===== config.mk =====
export PLATFORM = sky130hd
export DESIGN_NAME = bm_dl_digit_serial_subtractor_flat
export DESIGN_NICKNAME = d
export VERILOG_FILES = /design/src/rtl/bm_dl_digit_serial_subtractor_if.sv /design/src/rtl/bm_dl_digit_serial_subtractor.sv /design/src/flat_wrapper.sv
export SDC_FILE = /design/constraint.sdc
export NUM_CORES = 1
export LEC_CHECK = 0
export ABC_CLOCK_PERIOD_IN_PS = 1950
export CORE_UTILIZATION = 46
export CTS_CLUSTER_SIZE = 16
export DETAILED_ROUTE_END_ITERATION = 8
export GPL_TIMING_DRIVEN = 1
export PLACE_DENSITY = 0.75
export SLEW_MARGIN = 20
export SYNTH_ARGS = -nofsm -noshare
export SYNTH_HDL_FRONTEND = slang
export SYNTH_SLANG_ARGS = --single-unit

===== constraint.sdc =====
create_clock -name clock -period 1.95 [get_ports clock]
set_input_delay 0.39 -clock clock [delete_from_list [all_inputs] [get_ports clock]]
set_output_delay 0.39 -clock clock [all_outputs]
set_load 0.05 [all_outputs]

===== src/rtl/bm_dl_digit_serial_subtractor_if.sv =====
// Handshake and operand/result bundle for the digit-serial subtractor.
// The master issues start/operands; the slave returns busy/done and the registered result.
interface bm_dl_digit_serial_subtractor_if #(
  parameter int DATA_W = 32
);
  logic              start;
  logic              borrowin;
  logic [DATA_W-1:0] X;
  logic [DATA_W-1:0] Y;
  logic              busy;
  logic              done;
  logic [DATA_W-1:0] D;
  logic              borrowout;
  logic              overflow;

  modport master (
    output start, borrowin, X, Y,
    input  busy, done, D, borrowout, overflow
  );

  modport slave (
    input  start, borrowin, X, Y,
    output busy, done, D, borrowout, overflow
  );
endinterface


===== src/rtl/bm_dl_digit_serial_subtractor.sv =====
// Digit-serial subtractor: D = X - Y - borrowin, DIGIT_W bits per clock, low digit first.
// Subtraction is done as X + ~Y + c with c = ~borrow, so borrowout is the inverted final carry.
module bm_dl_digit_serial_subtractor #(
  parameter int DATA_W  = 32,
  parameter int DIGIT_W = 4
) (
  input logic                         clock,
  input logic                         reset,
  bm_dl_digit_serial_subtractor_if.slave bus
);

  localparam int DIGITS = DATA_W / DIGIT_W;
  localparam int CNT_W  = (DIGITS > 1) ? $clog2(DIGITS) : 1;

  typedef enum logic {IDLE, RUN} state_e;

  state_e              state_q, state_d;
  logic [CNT_W-1:0]    cnt_q, cnt_d;
  logic [DATA_W-1:0]   xsh_q, xsh_d;
  logic [DATA_W-1:0]   ysh_q, ysh_d;
  logic [DATA_W-1:0]   dsh_q, dsh_d;
  logic                c_q, c_d;
  logic                xmsb_q, xmsb_d;
  logic                ymsb_q, ymsb_d;
  logic [DATA_W-1:0]   res_q, res_d;
  logic                bo_q, bo_d;
  logic                ov_q, ov_d;
  logic                done_q, done_d;

  // Digit datapath: one (DIGIT_W+1)-bit add per cycle, carry kept in c_q.
  logic [DIGIT_W:0]          sum;
  logic [DIGIT_W-1:0]        dig;
  logic                      c_nxt;
  logic [DATA_W+DIGIT_W-1:0] dsh_cat;
  logic [DATA_W-1:0]         dsh_shift;
  logic                      last;

  always_comb begin
    sum       = {1'b0, xsh_q[DIGIT_W-1:0]} + {1'b0, ~ysh_q[DIGIT_W-1:0]}
              + (DIGIT_W+1)'(c_q);
    dig       = sum[DIGIT_W-1:0];
    c_nxt     = sum[DIGIT_W];
    dsh_cat   = {dig, dsh_q};
    dsh_shift = dsh_cat[DATA_W+DIGIT_W-1:DIGIT_W];
    last      = (cnt_q == CNT_W'(DIGITS - 1));
  end

  always_comb begin
    state_d = state_q;
    cnt_d   = cnt_q;
    xsh_d   = xsh_q;
    ysh_d   = ysh_q;
    dsh_d   = dsh_q;
    c_d     = c_q;
    xmsb_d  = xmsb_q;
    ymsb_d  = ymsb_q;
    res_d   = res_q;
    bo_d    = bo_q;
    ov_d    = ov_q;
    done_d  = 1'b0;
    case (state_q)
      IDLE: begin
        if (bus.start) begin
          xsh_d   = bus.X;
          ysh_d   = bus.Y;
          xmsb_d  = bus.X[DATA_W-1];
          ymsb_d  = bus.Y[DATA_W-1];
          c_d     = ~bus.borrowin;
          cnt_d   = '0;
          state_d = RUN;
        end
      end
      RUN: begin
        xsh_d = xsh_q >> DIGIT_W;
        ysh_d = ysh_q >> DIGIT_W;
        dsh_d = dsh_shift;
        c_d   = c_nxt;
        cnt_d = cnt_q + CNT_W'(1);
        if (last) begin
          // Overflow only possible when operand signs differ and the result sign follows Y.
          res_d   = dsh_shift;
          bo_d    = ~c_nxt;
          ov_d    = (xmsb_q != ymsb_q) & (dig[DIGIT_W-1] != xmsb_q);
          done_d  = 1'b1;
          cnt_d   = '0;
          state_d = IDLE;
        end
      end
      default: state_d = IDLE;
    endcase
  end

  always_ff @(posedge clock) begin
    if (reset) begin
      state_q <= IDLE;
      cnt_q   <= '0;
      xsh_q   <= '0;
      ysh_q   <= '0;
      dsh_q   <= '0;
      c_q     <= 1'b0;
      xmsb_q  <= 1'b0;
      ymsb_q  <= 1'b0;
      res_q   <= '0;
      bo_q    <= 1'b0;
      ov_q    <= 1'b0;
      done_q  <= 1'b0;
    end else begin
      state_q <= state_d;
      cnt_q   <= cnt_d;
      xsh_q   <= xsh_d;
      ysh_q   <= ysh_d;
      dsh_q   <= dsh_d;
      c_q     <= c_d;
      xmsb_q  <= xmsb_d;
      ymsb_q  <= ymsb_d;
      res_q   <= res_d;
      bo_q    <= bo_d;
      ov_q    <= ov_d;
      done_q  <= done_d;
    end
  end

  assign bus.busy      = (state_q == RUN);
  assign bus.done      = done_q;
  assign bus.D         = res_q;
  assign bus.borrowout = bo_q;
  assign bus.overflow  = ov_q;

endmodule

===== src/flat_wrapper.sv =====
// flat-port wrapper written by rule: the top's interface ports become plain ports
module bm_dl_digit_serial_subtractor_flat 
#(
  parameter int DATA_W  = 32,
  parameter int DIGIT_W = 4
)
  (clock, reset, bus_start, bus_borrowin, bus_X, bus_Y, bus_busy, bus_done, bus_D, bus_borrowout, bus_overflow);
  bm_dl_digit_serial_subtractor_if #(.DATA_W(DATA_W)) bus_i ();
  input logic clock;
  input logic reset;
  input wire logic [$bits(bus_i.start)-1:0] bus_start;
  input wire logic [$bits(bus_i.borrowin)-1:0] bus_borrowin;
  input wire logic [$bits(bus_i.X)-1:0] bus_X;
  input wire logic [$bits(bus_i.Y)-1:0] bus_Y;
  output wire logic [$bits(bus_i.busy)-1:0] bus_busy;
  output wire logic [$bits(bus_i.done)-1:0] bus_done;
  output wire logic [$bits(bus_i.D)-1:0] bus_D;
  output wire logic [$bits(bus_i.borrowout)-1:0] bus_borrowout;
  output wire logic [$bits(bus_i.overflow)-1:0] bus_overflow;
  assign bus_i.start = bus_start;
  assign bus_i.borrowin = bus_borrowin;
  assign bus_i.X = bus_X;
  assign bus_i.Y = bus_Y;
  assign bus_busy = bus_i.busy;
  assign bus_done = bus_i.done;
  assign bus_D = bus_i.D;
  assign bus_borrowout = bus_i.borrowout;
  assign bus_overflow = bus_i.overflow;
  bm_dl_digit_serial_subtractor #(.DATA_W(DATA_W), .DIGIT_W(DIGIT_W)) u_core (.clock(clock), .reset(reset), .bus(bus_i));
endmodule

==> impl_metrics.json, run 1 <==
{
  "status": "completed",
  "start_kind": "register",
  "grt_start_max_net_pins": 43,
  "p_per_area_nw_per_um2": 995,
  "layout.nets": 727,
  "max_cap_viol_count": 0,
  "crit_type": "reg2out",
  "io_buffers": 103,
  "io_pins": 104,
  "cp_top_family": "buffers and inverters",
  "cts-root-buf": "clkbuf_16",
  "cp.required_ps": 1560,
  "drive_gt1_frac": 0.0947,
  "synthDistinctLibCells": 32,
  "grt_pass1_wl_mm": 19.1,
  "reg2regPathDepth": 7,
  "p_seq_frac": 0.412,
  "final.min_clock_period_ps": 1900,
  "peakVddDrop_uv": 678,
  "fin_tns_setup_ps": 0,
  "endpoint": "bus_done",
  "cts_buffers": 17,
  "clkTransAtPathRegs_ps": 60,
  "arrival_ps": 1510,
  "wirelength_mm": 11.9,
  "worst_pin_slew_ps": 533,
  "hpwl_mm": 7.86,
  "drt_iter0_markers": 212,
  "dr.pass1.iters": 4,
  "p_sw_frac": 0.227,
  "final_cell_mix": "nor2_1 (153), dfxtp_1 (133), mux2i_1 (93)",
  "place.gp.congestion": 0.765,
  "path_cells": "clkdlybuf4s50_1",
  "layoutNonFillerInstCount": 805,
  "worst_clock_skew_ps": 18.4,
  "yosysWarnings": 0,
  "fmax_mhz": 527,
  "grt_pass1_vias": 3932,
  "ant_nets": 0,
  "end_kind": "output pin",
  "tritoncts": "built",
  "path_depth": 1,
  "synth_nets": 632,
  "timing.final.crit_share": 0.973,
  "comb_power_share": 0.097,
  "power.switching_mw": 1.61,
  "rsz0062_at_grt": "false",
  "ff2ff_setup_slack_ps": 90,
  "worst-path-buf-inv": 1,
  "syn_avg_cell_area_um2": 9.58,
  "die-area_um2": 12000,
  "cts_buffer_depth": 2,
  "die_x_um": 110,
  "rows": 38,
  "maxSlewHeadroom": 0.644,
  "via_count": 4183,
  "p_int_mw": 5.49,
  "layout-area-overhead-vs-synth_pct": 33.8,
  "critPathMaxFanout": 1,
  "clk_latency_ps": 410,
  "clock_sinks": 134,
  "finalPower_mw": 7.10,
  "fin_hold_ws_ps": 396,
  "ys_seq_area_frac": 0.503,
  "htreeDepth": 4,
  "pwr-share-clk": 0.492,
  "dp.cells": 773,
  "finalSetupViolCount": 0,
  "diodes": 0,
  "die_h_um": 110,
  "hold_path.class": "in2reg",
  "core_area_um2": 11100,
  "slowest_delay_ps": 790,
  "crit_start": "u_core.bus.done",
  "hold_viol": 0,
  "p_leak_nw": 3.26,
  "wl_per_cell_um": 14.7,
  "drc": 0,
  "synth_cells": 557,
  "slew_violations": 0,
  "grtUsageTotal": 0.206,
  "ys_ff_latch": 134,
  "final_common_cell": "nor2_1",
  "r2r_start": "u_core.ysh_q[0]",
  "vias_per_cell": 5.20,
  "netlist_area_um2": 5330,
  "overflow": 0,
  "initial_core_util": 0.481,
  "grt_antenna_before_repair": 0,
  "r2r_end": "u_core.c_q",
  "worst_path_max_delay_cell": "clkdlybuf4s50_1"
}
## cell type report
| type | count | area, µm² |
|---|---|---|
| Sequential cell | 134 | 2690 |
| Fill cell | 888 | 3940 |
| Multi-Input combinational cell | 375 | 2420 |
| Clock buffer | 22 | 485 |
| Inverter | 5 | 18.8 |
| Timing Repair Buffer | 119 | 1190 |
| Tap cell | 140 | 175 |
| Clock inverter | 10 | 166 |
## stage by stage
step	util	area [µm²]	worst slack, ps
after floorplan	-	5330	104
after global placement	0.585	6480	67.2
after detailed placement	0.585	6480	-18.4
after CTS	0.642	7120	0.400
after global routing	0.644	7140	14.9
final	0.644	7140	52.5
## registers in the layout, indices dropped and copies added (netlist names)
| name | cells |
|---|---|
| u_core.bus.D | 32 |
| u_core.xsh_q | 32 |
| u_core.ysh_q | 32 |
| u_core.dsh_q | 28 |
| u_core.cnt_q | 3 |
| u_core.bus.borrowout | 1 |
| u_core.bus.busy | 1 |
| u_core.bus.done | 1 |
| u_core.bus.overflow | 1 |
| u_core.c_q | 1 |
| u_core.xmsb_q | 1 |
| u_core.ymsb_q | 1 |
## power by group through the flow
stage               combinational, mW  clock, mW  sequential [mW]
floorplan                       0.450          0             2.95
finish                          0.687       3.49             2.92
CTS                             0.688       3.53             2.92
global route                    0.756       3.66             2.93
global placement                0.654          0             2.97
detailed placement              0.674          0             2.98
## worst reg2reg max path, stage by stage (launching register included)
cell	delay, ps
dfxtp_1	350
inv_1	70
fa_2	380
fa_2	360
a21o_1	200
a21oi_2	170
mux2i_1	80
and2_1	150
## logic make-up after synthesis
family / share of synthesized area
AND/OR/NAND/NOR: 0.128
flip-flops: 0.503
AO/OA/AOI/OAI: 0.126
multiplexers: 0.175
buffers and inverters: 0.0453
adder cells (fa/ha/maj): 0.0192
XOR/XNOR: 0.00328
## synth_stat cells
cell type	count	area [µm²]
a2111o_1	1	11.3
a211oi_1	1	7.51
a21o_1	2	15.0
a21oi_1	61	305
a21oi_2	2	17.5
a22o_1	32	280
a311oi_1	1	8.76
a31o_1	1	8.76
and2_1	1	6.26
and3b_2	1	10.0
buf_1	3	11.3
buf_2	19	95.1
buf_4	10	75.1
clkbuf_1	11	41.3
dfxtp_1	134	2680
fa_1	2	40.0
ha_1	5	62.6
inv_1	5	18.8
mux2i_1	93	931
nand2_1	3	11.3
nand3_2	1	10.0
nand3b_1	1	7.51
nor2_1	153	574
nor2_2	1	6.26
nor2b_1	1	6.26
nor3b_1	5	37.5
o211ai_1	1	7.51
o21a_1	1	7.51
o21ai_1	1	5.00
or2_0	1	6.26
or3b_1	1	8.76
xnor2_1	2	17.5
## worst min path at each step
stage / endpoint / start / cells after the start / slack (ps)
after floorplan: u_core.bus.D[2] / u_core.dsh_q[6] / 1 / 440
after global placement: u_core.bus.D[1] / u_core.dsh_q[5] / 1 / 450
after detailed placement: u_core.bus.overflow / u_core.bus.overflow / 2 / 450
after CTS: u_core.ysh_q[11] / reset / 2 / 380
after global routing: u_core.ysh_q[20] / reset / 2 / 390
final: u_core.dsh_q[5] / reset / 2 / 400
## routing by layer
metal | wire, µm | global-route usage
met1 | 5450 | 0.258
met2 | 5720 | 0.343
met3 | 603 | 0.0658
met4 | 80 | 0.0543
met5 | 0 | 0
## what timing repair did
action	4_1_cts	5_1_grt
gates cloned	0	0
gates resized for setup	23	9
buffers inserted	0	0
hold buffers	0	0
endpoints found under the setup margin	22	9
No activity file was read; power rests on OpenSTA's default activity.
==> inputs of run 2 (changes only) <==
--- a/config.mk
+++ b/config.mk
@@ -10,7 +10,7 @@
 export CTS_CLUSTER_SIZE = 16
 export DETAILED_ROUTE_END_ITERATION = 8
 export GPL_TIMING_DRIVEN = 1
-export PLACE_DENSITY = 0.75
+export PLACE_DENSITY = 0.83
 export SLEW_MARGIN = 20
 export SYNTH_ARGS = -nofsm -noshare
 export SYNTH_HDL_FRONTEND = slang
==> impl_metrics.json, run 2 (synthesis gave the netlist of run 1 again) <==
{
  "status": "completed",
  "arrival_ps": 1510,
  "ant_nets": 0,
  "via_count": 4159,
  "critPathMaxFanout": 1,
  "drive_gt1_frac": 0.0923,
  "io_buffers": 103,
  "htreeDepth": 4,
  "finalSetupViolCount": 0,
  "core_area_um2": 11100,
  "path_depth": 1,
  "layout-area-overhead-vs-synth_pct": 31.5,
  "slowest_delay_ps": 790,
  "cts_buffer_depth": 2,
  "clock_sinks": 134,
  "die_x_um": 110,
  "cp.required_ps": 1560,
  "finalPower_mw": 6.60,
  "max_cap_viol_count": 0,
  "hold_path.class": "in2reg",
  "min_path_cells": 2,
  "clkTransAtPathRegs_ps": 60,
  "timing.final.crit_share": 0.976,
  "die-area_um2": 12000,
  "final_common_cell": "nor2_1",
  "grt_pass1_wl_mm": 19.0,
  "postCtsHoldBufs": 0,
  "hpwl_mm": 7.78,
  "start_kind": "register",
  "final.min_clock_period_ps": 1900,
  "cts_setup_buffers": 0,
  "grt_start_max_net_pins": 63,
  "peakVddDrop_uv": 788,
  "diodes": 0,
  "wl_met3_um": 590,
  "worst_clock_skew_ps": 7.74,
  "dr.pass1.iters": 5,
  "p_per_area_nw_per_um2": 941,
  "worst_pin_slew_ps": 587,
  "path_cells": "clkdlybuf4s50_1",
  "maxSlewHeadroom": 0.609,
  "worst-path-buf-inv": 1,
  "n_fill_cell": 882,
  "grt_antenna_before_repair": 0,
  "regArea_um2": 2690,
  "io_pins": 104,
  "routed-wl-met2_mm": 5.62,
  "top_layer": "met4",
  "drt_iter0_markers": 188,
  "wirelength_mm": 11.5,
  "wl_per_cell_um": 14.3,
  "multi_input_area_um2": 2420,
  "die_h_um": 110,
  "hold_viol": 0,
  "layout.nets": 723,
  "cts_buffers": 17,
  "rsz0062_at_grt": "false",
  "reg2regPathDepth": 7,
  "post_cts_resized": 25,
  "clk_latency_ps": 410,
  "cp_top_family": "buffers and inverters",
  "wl_met1_mm": 5.08,
  "fmax_mhz": 525,
  "final_cell_mix": "nor2_1 (153), dfxtp_1 (133), mux2i_1 (93)",
  "vias_per_cell": 5.19,
  "grt_pass1_vias": 4078,
  "overflow": 0,
  "end_kind": "output pin",
  "p_leak_nw": 3.17,
  "drc": 0,
  "place.gp.congestion": 0.785,
  "crit_type": "reg2out",
  "grtUsageTotal": 0.207,
  "worst_path_max_delay_cell": "clkdlybuf4s50_1",
  "fin_hold_ws_ps": 378,
  "cts-root-buf": "clkbuf_16",
  "tritoncts": "built",
  "slew_violations": 0,
  "rows": 38,
  "initial_core_util": 0.481
}
## run 2: changes by cell type in the layout (fill, tap and decap cells not counted)
cell	delta
buf_4	-5
clkinv_2	+4
clkbuf_8	+1
dlygate4sd2_1	+3
bufinv_16	-3
inv_6	-1
dlymetal6s2s_1	-3
inv_4	+1
clkbuf_1	-2
clkinv_4	+1
clkbuf_16	-1
buf_2	+1
## run 2: power by group
part / switching [mW] / internal, mW / total, mW
Clock: 1.16 / 1.85 / 3.00
Combinational: 0.321 / 0.348 / 0.670
Sequential: 0.0804 / 2.84 / 2.92
Total: 1.56 / 5.04 / 6.60
## run 2: final cells by class
type	instances	share of cell area
clock buffer	20	0.0666
tap	140	0.0250
sequential	134	0.383
inverter	5	0.00268
multi-input combinational	375	0.345
timing repair buffer	115	0.163
clock inverter	12	0.0146
## run 2: final timing paths
kind | endpoint | slack, ps | start
worst max-delay path | bus_done | 50 | u_core.bus.done
worst min-delay path | u_core.dsh_q[25] | 380 | reset
worst max register to register | u_core.c_q | 120 | u_core.ysh_q[0]
worst min register to register | u_core.bus.D[2] | 460 | u_core.dsh_q[6]
## run 2: worst register-to-register path: stages (launching register included)
cell	delay [ps]
dfxtp_1	340
inv_1	80
fa_2	380
fa_2	350
a21o_1	190
a21oi_2	140
mux2i_1	80
and2_1	160
## run 2: metal layers
layer  GRT usage  vias up
met3      0.0634       19
li1            -     2097
met4      0.0886        0
met5           0        -
met1       0.238     1946
met2       0.356       97
## run 2: stage by stage
stage | setup WS (ps) | cell area [µm²] | cells | util | setup TNS [ps]
floorplan | 104 | 5330 | 557 | - | 0
global placement | 68.3 | 6450 | 769 | 0.582 | 0
detailed placement | -13.1 | 6450 | 769 | 0.582 | -13.1
CTS | 3.97 | 6990 | 801 | 0.631 | 0
global route | 7.50 | 7010 | 801 | 0.633 | 0
finish | 47.0 | 7010 | 801 | 0.633 | 0
==> inputs of run 3 (changes only) <==
--- a/config.mk
+++ b/config.mk
@@ -6,11 +6,13 @@
 export NUM_CORES = 1
 export LEC_CHECK = 0
 export ABC_CLOCK_PERIOD_IN_PS = 1950
+export CORE_MARGIN = 2
 export CORE_UTILIZATION = 46
 export CTS_CLUSTER_SIZE = 16
 export DETAILED_ROUTE_END_ITERATION = 8
 export GPL_TIMING_DRIVEN = 1
 export PLACE_DENSITY = 0.83
+export SKIP_CTS_REPAIR_TIMING = 1
 export SLEW_MARGIN = 20
 export SYNTH_ARGS = -nofsm -noshare
 export SYNTH_HDL_FRONTEND = slang
==> impl_metrics.json, run 3 (synthesis gave the netlist of run 1 again) <==
{
  "hold_viol": 0,
  "initial_core_util": 0.469,
  "wl_per_cell_um": 14.8,
  "final.min_clock_period_ps": 1890,
  "cts_buffers": 17,
  "post-place-ws_ps": -20.5,
  "fin_hold_ws_ps": 338,
  "io_pins": 104,
  "drc": 0,
  "via_count": 4189,
  "die_h_um": 112,
  "wirelength_mm": 11.9,
  "grt_pass1_vias": 4143,
  "overflow": 0,
  "final_cell_mix": "nor2_1 (153), dfxtp_1 (133), mux2i_1 (93)",
  "layout.nets": 723,
  "hold_end": "u_core.xsh_q[6]",
  "critPathMaxFanout": 1,
  "finalSetupViolCount": 0,
  "maxSlewHeadroom": 0.651,
  "die-area_um2": 12500,
  "slowest_delay_ps": 790,
  "place.gp.congestion": 0.791,
  "timing.final.crit_share": 0.969,
  "io_buffers": 103,
  "start_kind": "register",
  "cp.required_ps": 1560,
  "status": "completed",
  "clk_latency_ps": 410,
  "end_kind": "output pin",
  "grt_pass1_wl_mm": 19.1,
  "reg2regPathDepth": 7,
  "n_fill_cell": 933,
  "ff2ff_setup_slack_ps": 160,
  "final_common_cell": "nor2_1",
  "dr.pass1.iters": 4,
  "ant_nets": 0,
  "min_path_cells": 2,
  "p_leak_nw": 3.48,
  "layout-area-overhead-vs-synth_pct": 33.3,
  "arrival_ps": 1500,
  "finalPower_mw": 6.68,
  "min_from": "reset",
  "cts-root-buf": "clkbuf_16",
  "grt_start_max_net_pins": 89,
  "fmax_mhz": 529,
  "peakVddDrop_uv": 671,
  "max_cap_viol_count": 0,
  "final_util": 0.625,
  "htreeDepth": 4,
  "cts_buffer_depth": 2,
  "worst_clock_skew_ps": 6.56,
  "grt_antenna_before_repair": 0,
  "r2r_start": "u_core.ysh_q[0]",
  "worst-path-buf-inv": 1,
  "worst_path_max_delay_cell": "clkdlybuf4s50_1",
  "rows": 39,
  "diodes": 0,
  "drt_iter0_markers": 163,
  "slew_violations": 0,
  "core_area_um2": 11400,
  "p_per_area_nw_per_um2": 940,
  "cp_top_family": "buffers and inverters",
  "path_cells": "clkdlybuf4s50_1",
  "worst_pin_slew_ps": 522,
  "crit_type": "reg2out",
  "rsz0062_at_grt": "false",
  "hpwl_mm": 8.02,
  "r2r_end": "u_core.c_q",
  "grtUsageTotal": 0.188,
  "die_x_um": 112,
  "dp.cells": 772,
  "fin_ws_ps": 60.3,
  "clock_sinks": 134,
  "clkTransAtPathRegs_ps": 60,
  "hold_path.class": "in2reg",
  "drive_gt1_frac": 0.0894,
  "tritoncts": "built",
  "vias_per_cell": 5.22,
  "layoutNonFillerInstCount": 803
}
==> run 3: cell count changes in the layout (fill, tap and decap cells not counted), moves of 2 or more <==
cell / change
dlymetal6s2s_1: +23
buf_4: +2
clkbuf_8: -2
clkbuf_1: +2
clkinv_2: -3
dlygate4sd2_1: -24
==> run 3: worst max path at each step <==
stage                     slack (ps)  depth (start not counted)         end        startpoint
after detailed placement         -20                          7  u_core.c_q   u_core.ysh_q[0]
after CTS                        -30                          1   bus_D[22]  u_core.bus.D[22]
final                             60                          1    bus_done   u_core.bus.done
after global routing              20                          1    bus_done   u_core.bus.done
after floorplan                  100                          7  u_core.c_q   u_core.ysh_q[0]
after global placement            60                          7  u_core.c_q   u_core.ysh_q[0]
==> run 3: report_power, final <==
| part | total, mW | internal, mW | switching, mW | leakage (nW) |
|---|---|---|---|---|
| combinational | 0.680 | 0.348 | 0.333 | 2.11 |
| clock | 3.08 | 1.91 | 1.17 | 0.272 |
| sequential | 2.92 | 2.84 | 0.0727 | 1.09 |
| total | 6.68 | 5.10 | 1.58 | 3.48 |
==> run 3: stage by stage <==
stage / setup TNS [ps] / instance area (µm²)
6_report: 0 / 7110
2_1_floorplan: 0 / 5330
3_3_place_gp: 0 / 6450
3_5_place_dp: -20.5 / 6450
4_1_cts: -316 / 7030
5_1_grt: 0 / 7110
==> run 3: layout make-up <==
cell class / count / area, µm² / area share
Clock buffer: 20 / 447 / 0.0628
Multi-Input combinational cell: 375 / 2420 / 0.340
Inverter: 5 / 18.8 / 0.00264
Tap cell: 143 / 179 / 0.0252
Sequential cell: 134 / 2690 / 0.378
Timing Repair Buffer: 115 / 1230 / 0.173
Clock inverter: 11 / 128 / 0.0180
==> run 3: layer usage <==
metal  up-vias  part of all wire  global-route usage  wire [µm]
met4         0             0.012              0.0807        141
met1      1973              0.45               0.229       5280
met2       107              0.49               0.317       5850
met3        14             0.050              0.0452        590
li1       2095                 -                   -          -
met5         -                 0                   0          0
